===== config.mk =====
export PLATFORM = sky130hd
export DESIGN_NAME = pht_port_arbiter
export DESIGN_NICKNAME = d
export VERILOG_FILES = /design/src/rtl/pht_port_arbiter.sv
export SDC_FILE = /design/constraint.sdc
export NUM_CORES = 1
export LEC_CHECK = 0
export BUFFER_PORTS_ARGS = -buffer_cell sky130_fd_sc_hd__buf_2
export CORE_MARGIN = 4
export CORE_UTILIZATION = 30
export CTS_CLUSTER_SIZE = 40
export DETAILED_ROUTE_END_ITERATION = 7
export GPL_TIMING_DRIVEN = 1
export SLEW_MARGIN = 5
export SYNTH_ARGS = -nofsm -noshare
export SYNTH_HDL_FRONTEND = slang
export SYNTH_SLANG_ARGS = --single-unit

===== constraint.sdc =====
create_clock -name clk_i -period 2.5 [get_ports clk_i]
set_input_delay 0.375 -clock clk_i [delete_from_list [all_inputs] [get_ports clk_i]]
set_output_delay 0.375 -clock clk_i [all_outputs]
set_load 0.05 [all_outputs]

===== src/rtl/pht_port_arbiter.sv =====
// Single-port PHT RAM owner: table init, lookup/update arbitration, update FIFO with bypass.
// Optional statistics counters are built when PHT_ARB_STATS_EN is defined.
module pht_port_arbiter #(
    parameter int unsigned IDX_W    = 10,
    parameter int unsigned DEPTH    = 4,
    parameter logic [1:0]  INIT_CTR = 2'b01
) (
    input  logic             clk_i,
    input  logic             rst_i,
    input  logic             lkp_req_i,
    input  logic [IDX_W-1:0] lkp_idx_i,
    output logic             lkp_gnt_o,
    output logic             lkp_vld_o,
    output logic [1:0]       lkp_ctr_o,
    input  logic             upd_req_i,
    input  logic [IDX_W-1:0] upd_idx_i,
    input  logic [1:0]       upd_ctr_i,
    input  logic             upd_taken_i,
    output logic             upd_rdy_o,
    output logic             pht_en_o,
    output logic             pht_we_o,
    output logic [IDX_W-1:0] pht_addr_o,
    output logic [1:0]       pht_wdata_o,
    input  logic [1:0]       pht_rdata_i,
    output logic             init_done_o,
    output logic [31:0]      stat_stall_o,
    output logic [31:0]      stat_byp_o
);

    localparam int unsigned PTR_W = (DEPTH > 1) ? $clog2(DEPTH) : 1;
    localparam int unsigned CNT_W = PTR_W + 1;
    localparam logic [IDX_W-1:0] LAST_ADDR = '1;

    typedef enum logic {S_INIT, S_RUN} state_t;

    typedef struct packed {
        logic [IDX_W-1:0] idx;
        logic [1:0]       ctr;
    } upd_t;

    state_t           state_q, state_d;
    logic [IDX_W-1:0] init_addr_q;
    upd_t             fifo_q [DEPTH];
    logic [PTR_W-1:0] head_q, tail_q;
    logic [CNT_W-1:0] count_q;
    logic             vld_q, hit_q;
    logic [1:0]       byp_q;

    logic             full_c, rdy_c, gnt_c, drain_c, enq_c, hit_c;
    logic [1:0]       new_ctr_c, byp_c;
    logic [PTR_W-1:0] slot_c;

    assign full_c = (count_q == CNT_W'(DEPTH));
    assign rdy_c  = (state_q == S_RUN) && !full_c;
    assign enq_c  = upd_req_i && rdy_c;

    // Saturating 2-bit counter step for the resolved outcome
    always_comb begin
        new_ctr_c = upd_ctr_i;
        if (upd_taken_i) begin
            if (upd_ctr_i != 2'b11) new_ctr_c = upd_ctr_i + 2'b01;
        end else begin
            if (upd_ctr_i != 2'b00) new_ctr_c = upd_ctr_i - 2'b01;
        end
    end

    // Next state and RAM port control; nothing touches the RAM while reset is held
    always_comb begin
        state_d     = state_q;
        gnt_c       = 1'b0;
        drain_c     = 1'b0;
        pht_en_o    = 1'b0;
        pht_we_o    = 1'b0;
        pht_addr_o  = '0;
        pht_wdata_o = '0;
        if (!rst_i) begin
            case (state_q)
                S_INIT: begin
                    pht_en_o    = 1'b1;
                    pht_we_o    = 1'b1;
                    pht_addr_o  = init_addr_q;
                    pht_wdata_o = INIT_CTR;
                    if (init_addr_q == LAST_ADDR) state_d = S_RUN;
                end
                S_RUN: begin
                    gnt_c = lkp_req_i && !full_c;
                    if (gnt_c) begin
                        pht_en_o   = 1'b1;
                        pht_addr_o = lkp_idx_i;
                    end else if (count_q != '0) begin
                        drain_c     = 1'b1;
                        pht_en_o    = 1'b1;
                        pht_we_o    = 1'b1;
                        pht_addr_o  = fifo_q[head_q].idx;
                        pht_wdata_o = fifo_q[head_q].ctr;
                    end
                end
                default: state_d = S_INIT;
            endcase
        end
    end

    // Youngest matching queued update wins; a same-cycle enqueue is younger still
    always_comb begin
        hit_c  = 1'b0;
        byp_c  = '0;
        slot_c = head_q;
        for (int unsigned i = 0; i < DEPTH; i++) begin
            slot_c = head_q + PTR_W'(i);
            if ((CNT_W'(i) < count_q) && (fifo_q[slot_c].idx == lkp_idx_i)) begin
                hit_c = 1'b1;
                byp_c = fifo_q[slot_c].ctr;
            end
        end
        if (enq_c && (upd_idx_i == lkp_idx_i)) begin
            hit_c = 1'b1;
            byp_c = new_ctr_c;
        end
    end

    always_ff @(posedge clk_i) begin
        if (rst_i) begin
            state_q     <= S_INIT;
            init_addr_q <= '0;
            head_q      <= '0;
            tail_q      <= '0;
            count_q     <= '0;
            vld_q       <= 1'b0;
            hit_q       <= 1'b0;
            byp_q       <= '0;
        end else begin
            state_q <= state_d;
            if (state_q == S_INIT) init_addr_q <= init_addr_q + IDX_W'(1);
            if (enq_c)   tail_q <= tail_q + PTR_W'(1);
            if (drain_c) head_q <= head_q + PTR_W'(1);
            if (enq_c && !drain_c)      count_q <= count_q + CNT_W'(1);
            else if (!enq_c && drain_c) count_q <= count_q - CNT_W'(1);
            vld_q <= gnt_c;
            hit_q <= gnt_c && hit_c;
            byp_q <= byp_c;
        end
    end

    // Queue storage needs no reset: occupancy is tracked by count_q
    always_ff @(posedge clk_i) begin
        if (enq_c) fifo_q[tail_q] <= '{idx: upd_idx_i, ctr: new_ctr_c};
    end

    assign lkp_gnt_o   = gnt_c;
    assign upd_rdy_o   = rdy_c;
    assign lkp_vld_o   = vld_q;
    assign lkp_ctr_o   = hit_q ? byp_q : pht_rdata_i;
    assign init_done_o = (state_q == S_RUN);

`ifdef PHT_ARB_STATS_EN
    logic [31:0] stall_q, bypc_q;

    // Saturating event counters
    always_ff @(posedge clk_i) begin
        if (rst_i) begin
            stall_q <= '0;
            bypc_q  <= '0;
        end else begin
            if ((state_q == S_RUN) && lkp_req_i && full_c && (stall_q != '1))
                stall_q <= stall_q + 32'd1;
            if (gnt_c && hit_c && (bypc_q != '1))
                bypc_q <= bypc_q + 32'd1;
        end
    end

    assign stat_stall_o = stall_q;
    assign stat_byp_o   = bypc_q;
`else
    assign stat_stall_o = '0;
    assign stat_byp_o   = '0;
`endif

endmodule


# Yosys cells after proc, flatten, opt, wreduce, memory -nomap -nowiden
# Memory sizes are Yosys's and may differ from the RTL's. A register that Yosys moved wholly into a read port is not among the register bits.
# Index checks and enable logic that the tools add are counted.
# word_totals
in_bits	29
n_memories	1
regBits	22
ramBits	48
# mem_list
name	words	width	rd	rd_clocked_by_memory_dff	write_ports	line	rtl
fifo_q	4	12	4	1	1	43	upd_t fifo_q [DEPTH];
# op_classes
eq_ne	8
n_bitwise	1
n_mux	41
reduce_logical	17
order_cmp	4
add_sub_neg	9
# op_table
cell	n
10-bit == test	5
10-bit 2-to-1 mux	3
2-bit 2-to-1 mux	14
10-bit one-hot mux with 2 select lines	1
1-bit 2-to-1 mux	18
1-bit logical AND	11
10-bit by 1-bit adder with 10-bit output (second input constant)	1
10-bit == test (second input constant)	1
2-bit by 1-bit adder with 2-bit output (second input constant)	3
1-bit by 3-bit less-than comparator with 1-bit output (first input constant)	2
2-bit by 3-bit less-than comparator with 1-bit output (first input constant)	2
3-bit 2-to-1 mux	2
2-bit adder (second input constant)	2
1-bit one-hot mux with 2 select lines	2
2-bit one-hot mux with 2 select lines	1
2-bit nonzero test	2
3-bit by 1-bit adder with 3-bit output (second input constant)	1
3-bit == test (second input constant)	1
1-bit zero test	3
3-bit nonzero test	1
3-bit by 1-bit subtractor with 3-bit output (second input constant)	1
2-bit inequality test (second input constant)	1
2-bit by 1-bit subtractor with 2-bit output (second input constant)	1
1-bit inverter	1

# Logic depth before layout (Yosys ltp)
# Gate-level depths: netlist (run 1).
# depth
ltp_word	9
ltp_mapped	12
ltp_nobuf	10

# Worst setup path after synthesis (run 1)
# OpenSTA, ideal clock, no wires.
# synth_timing
kind	reg-to-reg
from	register state_q, in the netlist init_done_o
to	register byp_q[0]
required_ns	2.368
setup_time_ns	0.132
period_less_slack_ns	3.367
arrival_time_ns	3.235
stages_incl_launch_ff	11
setup_slack_ns	-0.867
path_cell_list	dfxtp_1 -> clkbuf_1 -> inv_1 -> a21oi_1 -> and2_1 -> clkbuf_1 -> nand3_1 -> nor3_1 -> nor3_1 -> a22oi_1 -> a21oi_1
# synth_via
elab_chain_len	4
# synth_lines
element	line	rtl
start, declared	41	state_t state_q, state_d;
start signal, assigned	132	state_q <= state_d;
1-bit logical AND	54	assign rdy_c = (state_q == S_RUN) && !full_c;
named net upd_rdy_o	19	output logic upd_rdy_o,
1-bit logical AND	55	assign enq_c = upd_req_i && rdy_c;
named net enq_c	49	logic full_c, rdy_c, gnt_c, drain_c, enq_c, hit_c;
1-bit logical AND	115	if (enq_c && (upd_idx_i == lkp_idx_i)) begin
2-bit 2-to-1 mux	115	
end signal, assigned	140	byp_q <= byp_c;
end, declared	47	logic [1:0] byp_q;
# The timed path passes the listed nets, and every way through them passes these cells.
# A chain may end at the register's enable or synchronous reset.

# Worst setup path in the final report (run 1)
# layout_timing
from	register head_q[1]
to	register byp_q[1]
# layout_via
elab_chain_len	8
elab_cells_between_ends	14
classes_between	add/sub: 3; eq/ne: 3; mux: 4; reduce/logical: 3; memory: 1
# layout_lines
element	line	rtl
start, declared	44	logic [PTR_W-1:0] head_q, tail_q;
start signal, assigned	135	if (drain_c) head_q <= head_q + PTR_W'(1);
2-bit by 1-bit adder with 2-bit output	109	slot_c = head_q + PTR_W'(i);
memory 4 x 12 bit (*)	--	
10-bit == test	110	if ((CNT_W'(i) < count_q) && (fifo_q[slot_c].idx == lkp_idx_i)) begin
1-bit logical AND	110	
2-bit 2-to-1 mux (2 in series)	110	
2-bit 2-to-1 mux (*)	110	
2-bit 2-to-1 mux (*)	115	
# Mark *: on every way between the ends. The rest lies on a longest branch, timed or not.

==> results of run 1 <==
## state kept, by name, summed over array words and instances (netlist names), named ones only
signal       count
lkp_vld_o        1
init_done_o      1
count_q          3
head_q           2
byp_q            2
init_addr_q     10
tail_q           2
fifo_q          48
hit_q            1
## stage by stage
stage          setup WS, ns  instances
2_1_floorplan      -0.01229        578
3_3_place_gp        -0.1395        818
3_5_place_dp        -0.1191        818
4_1_cts            -0.04365        842
5_1_grt             -0.1540        844
6_report           -0.05918        844
## metal layers
| layer | routed length [µm] | share of wire [%] | up-vias | track usage, % |
|---|---|---|---|---|
| li1 | - | - | 1933 | - |
| met3 | 1084 | 7.2 | 19 | 3.303 |
| met5 | 0 | 0 | - | 0 |
| met1 | 6514 | 43 | 2047 | 19.36 |
| met2 | 7064 | 47 | 176 | 24.19 |
| met4 | 341 | 2.3 | 0 | 5.101 |
## report_power, final
group | internal (W) | switching (W)
registers | 0.00127 | 0.00000520
clock network | 0.00100 | 0.000493
logic | 0.0000935 | 0.000362
total | 0.00237 | 0.000860
## critical path: stages (launching register included)
cell     delay, ns
dfxtp_4       0.41
buf_12        0.15
buf_8         0.12
mux2i_4       0.23
xnor2_1       0.10
nor4_2        0.28
a21oi_1       0.12
nor4_4        0.24
or3b_1        0.38
a311o_1       0.32
a21oi_1       0.12
## cell type report
cell class	count	area, µm²	share of cell area [%]
clock buffer	11	242.7	3.532
sequential	72	1928	28.06
inverter	10	37.54	0.5462
timing repair buffer	123	942.2	13.71
tap	225	281.5	4.097
clock inverter	5	103.9	1.511
multi-input combinational	398	3336	48.54
## cell families (layout without fill, tap and decap cells)
group	count (synthesis)	after routing	synth area share (%)
AND/OR/NAND/NOR	110	110	10.41
other	1	64	0.06994
adder cells (fa/ha/maj)	12	12	2.707
XOR/XNOR	67	67	10.95
AO/OA/AOI/OAI	67	67	8.402
flip-flops	72	72	35.85
multiplexers	78	78	18.62
buffers and inverters	108	149	13.00
## cell usage after synthesis (all sizes together), types with 2 or more instances
master,n,area [µm²]
a2111oi,3,26.28
a211oi,3,22.52
a21oi,22,110.1
a221o,2,20.02
a221oi,7,61.31
a22oi,2,15.01
a32oi,3,26.28
and2,2,12.51
and3,9,56.30
buf,79,588.1
clkbuf,19,71.32
dfxtp,24,480.5
edfxtp,48,1441
ha,10,125.1
inv,10,37.53
maj3,2,20.02
mux2,5,56.30
mux2i,57,570.6
mux4,16,371.6
nand2,16,60.06
nand2b,3,18.77
nand3,7,35.03
nand4,5,31.28
nor2,38,142.6
nor3,13,70.07
nor3b,3,22.52
nor4,6,52.55
o21ai,11,55.05
o22ai,2,12.51
or3,5,31.28
xnor2,46,402.9
xor2,21,183.9
## how the worst max path moves through the flow
| stage | startpoint | end |
|---|---|---|
| final | head_q[1] | byp_q[1] |
| after global routing | head_q[1] | byp_q[1] |
| after CTS | flip-flop | pht_addr_o[0] |
| after detailed placement | head_q[1] | byp_q[1] |
| after global placement | flip-flop | byp_q[1] |
| after floorplan | head_q[1] | byp_q[1] |
## timing repair
action                                  in CTS  in global routing
setup buffers                                7                  1
gates resized for setup                     43                 36
cloned                                       1                  1
endpoints found under the setup margin      14                 14
pin swaps                                   13                  2
==> flow_summary.ini, run 1 <==
[setup_path]
ff2ff_setup_slack_ns = -0.06
r2r-end = byp_q[1]
cp_max_fo = 8
startpoint_type = flip-flop
reg2reg_from = head_q[1]
critical_path_class = reg2reg
rr_worst_depth = 10
end_kind = flip-flop
cp.arrival_ns = 2.84
worstPathRequired_ns = 2.78

[cts]
clock-root-buffer = clkbuf_16
clock_path_buffers = 2
clock_sinks = 72
clk_pin_slew_ns = 0.06
cts_tree = built
ctsHtreeMaxLevel = 3
clk_latency_ns = 0.35
cts_inserted_buffers = 9
holdBufCountCts = 0

[run_status]
violations = negative setup slack
outcome = finished, violations left

[synth]
synth_seq_area_share_pct = 35.85
synth_warnings = 0
synth-main-ff-cell = edfxtp_1
synth-seq-cells = 72
synth_cells = 515
async_reset_ff_share_pct = 0
netlist_area_mm2 = 0.005361
ys_types = 56
synth_edf_count = 48
postSynthAreaPerCell_um2 = 10.41

[sta]
max_freq_mhz = 390.8
fin_crit_sh_pct = 102.4
whs_ns = 0.2739
rsz0062_at_grt = yes
period_needed_ns = 2.559
finalSetupTns_ns = -0.09050
slew_violations = 0
report.final.setup_viol = 2
finalHoldViolCount = 0
fin_skew_ns = 0.008003
setup_ws_ns = -0.05918

[min_path]
hold_path_startpoint = upd_idx_i[0]
min_to = fifo_q[3][2]
min_path_type = in2reg
whs_path_depth = 1

[die]
dieArea_mm2 = 0.02007
die_w_um = 141.7
fp.dieH_um = 141.7
core-area_mm2 = 0.01742
ios = 113
start_util_pct = 30.78
rows = 48

[placement]
port-buffer-count = 48
gp_congestion = 0.8957
dp_hpwl_mm = 11.35
place_area_mm2 = 0.006100

[grt]
track_usage_pct = 14.80
antenna_found_initial = 0
grt_pass1_vias = 4043
grt_pass1_wl_mm = 22.69
overflow = 0
grt_max_degree = 28

[route]
first_iter_violations = 214
postRouteAntennaNets = 0
drt-pass1-iter-count = 5
routed_wirelength_mm = 15.01
via_per_inst = 4.947
num_vias = 4175
drc = 0
routedWlPerCell_um = 17.78

[layout]
final_area_mm2 = 0.006872
nets = 653
area_growth_pct = 28.17
drive_gt1_share_pct = 34.57
utilization_pct = 39.45
final_common_cell = buf_4
diodes = 0
nFillCells = 1697
final_cell_mix = 69 x buf_4, 64 x conb_1, 48 x edfxtp_1

[pwr]
leakage_nw = 2.559
power.total_w = 0.003227
ir_worst_vdd_mv = 0.2694
powerDensity_mw_per_mm2 = 469.6

[job]
maxCapViolCount = 0
Power figures use the tool's default switching activity.
==> run 2, diff against run 1 <==
--- a/config.mk
+++ b/config.mk
@@ -7,10 +7,11 @@
 export LEC_CHECK = 0
 export BUFFER_PORTS_ARGS = -buffer_cell sky130_fd_sc_hd__buf_2
 export CORE_MARGIN = 4
-export CORE_UTILIZATION = 30
+export CORE_UTILIZATION = 51
 export CTS_CLUSTER_SIZE = 40
 export DETAILED_ROUTE_END_ITERATION = 7
 export GPL_TIMING_DRIVEN = 1
+export PLACE_DENSITY = 0.78
 export SLEW_MARGIN = 5
 export SYNTH_ARGS = -nofsm -noshare
 export SYNTH_HDL_FRONTEND = slang
==> flow_summary.ini, run 2 (synthesis results as in run 1) <==
[placement]
port-buffer-count = 48
dp_hpwl_mm = 10.18
gp_congestion = 0.9585

[pwr]
switching_share_pct = 30.71
p_int_w = 0.001935
clkPwrFrac_pct = 38.3
p_comb_share_pct = 16.1
power.total_w = 0.002792
p_seq_share_pct = 45.6
switching_power_w = 0.0008576
leakage_nw = 2.433
powerDensity_mw_per_mm2 = 430.5
ir_worst_vdd_mv = 0.2219

[layout]
nFillCells = 764
reg.largest.list = fifo_q (48), init_addr_q (10), count_q (3)
top_register = fifo_q
largest_register_ffs = 48
nets = 648
drive_gt1_share_pct = 32.57
final_common_cell = conb_1
final_cell_mix = 64 x conb_1, 62 x buf_4, 50 x mux2i_1
area_growth_pct = 20.98
diodes = 0

[route]
first_iter_violations = 370
routed_wirelength_mm = 13.91
drt-pass1-iter-count = 6
via_per_inst = 5.613
drc = 0
routedWlPerCell_um = 18.55
num_vias = 4210
postRouteAntennaNets = 0

[sta]
tightest_slew_ns = 0.6186
fin_skew_ns = 0.01197
max_freq_mhz = 374.1
slew_violations = 0
finalHoldViolCount = 0
setup_ws_ns = -0.1732
finalSetupTns_ns = -0.2916
rsz0062_at_grt = yes
fin_crit_sh_pct = 106.9
period_needed_ns = 2.673
report.final.setup_viol = 3
slew_headroom_pct = 57.70

[grt]
antenna_found_initial = 0
overflow = 0
grt_max_degree = 28
grt_pass1_vias = 4051
grt_pass1_wl_mm = 21.31
track_usage_pct = 21.62

[die]
rows = 37
fp.dieH_um = 110.5
die_w_um = 110.5
core-area_mm2 = 0.01028
dieArea_mm2 = 0.01222
ios = 113
start_util_pct = 52.17

[cts]
clk_latency_ns = 0.36
cts_inserted_buffers = 9
clock_sinks = 72
clock-root-buffer = clkbuf_8
cts_tree = built
ctsHtreeMaxLevel = 3
holdBufCountCts = 0
clk_pin_slew_ns = 0.09
clock_path_buffers = 2

[setup_path]
end_kind = flip-flop
startpoint_type = flip-flop
critical_path_class = reg2reg
cp.arrival_ns = 2.97
cp_max_fo = 8
worstPathRequired_ns = 2.80

[run_status]
outcome = finished, violations left
violations = negative setup slack

[min_path]
min_path_type = in2reg

[job]
maxCapViolCount = 0
## run 2: per-layer routing
| metal | global-route usage (%) | vias up | routed length (µm) |
|---|---|---|---|
| met5 | 0 | - | 0 |
| met4 | 7.635 | 0 | 306 |
| met3 | 4.932 | 23 | 1096 |
| met2 | 34.87 | 205 | 6686 |
| met1 | 28.59 | 2059 | 5820 |
| li1 | - | 1923 | - |
## run 2: layout make-up
cell class	instances	area [µm²]	share of cell area (%)
multi-input cells	398	3264	50.33
flip-flops and latches	72	1928	29.73
repair buffers	118	860.8	13.27
well taps	136	170.2	2.623
clock buffers	9	123.9	1.910
clock inverters	7	101.3	1.562
inverters	10	37.54	0.5787
## run 2: per-stage QoR
step / instance area, µm² / hold WS (ns) / utilization, % / worst slack, ns / std cells
final: 6486 / 0.2545 / 63.11 / -0.1732 / 750
after global routing: 6486 / 0.2470 / 63.11 / -0.2516 / 750
after CTS: 6270 / 0.2457 / 61.01 / -0.1087 / 743
after detailed placement: 5891 / 0.4976 / 57.32 / -0.1811 / 721
after global placement: 5891 / 0.4859 / 57.32 / -0.1535 / 721
after floorplan: 5689 / 0.4667 / - / -0.01229 / 578
## run 2: timing repair
item	in CTS	in global routing
setup buffers	6	5
resized for setup	26	31
endpoints found under the setup margin	10	13
pin swaps	5	13
gates cloned	0	2
## run 2: worst paths after layout
kind,from,to,slack [ns],cells after the start
min reg2reg,init_addr_q[9],init_addr_q[9],0.51,2
min,upd_idx_i[0],fifo_q[3][2],0.25,1
max,head_q[1],byp_q[1],-0.17,11
max reg2reg,head_q[1],byp_q[1],-0.17,11
## run 2: critical path, cell delays in order (launching register included)
cell and delay (ns):
dfxtp_4 0.41, buf_12 0.13, buf_12 0.13, buf_4 0.12, mux2i_1 0.30, xnor2_1 0.12
nor4_1 0.33, a21oi_2 0.09, nor4_4 0.16, or3b_1 0.37, a311o_1 0.33, a21oi_1 0.12
## run 2: power groups by stage
stage          sequential (W)  clock [W]  combinational (W)
5_1_grt               0.00128    0.00114           0.000468
2_1_floorplan         0.00130          0           0.000426
3_5_place_dp          0.00130          0           0.000426
6_report              0.00127    0.00107           0.000450
3_3_place_gp          0.00130          0           0.000421
4_1_cts               0.00128    0.00107           0.000433
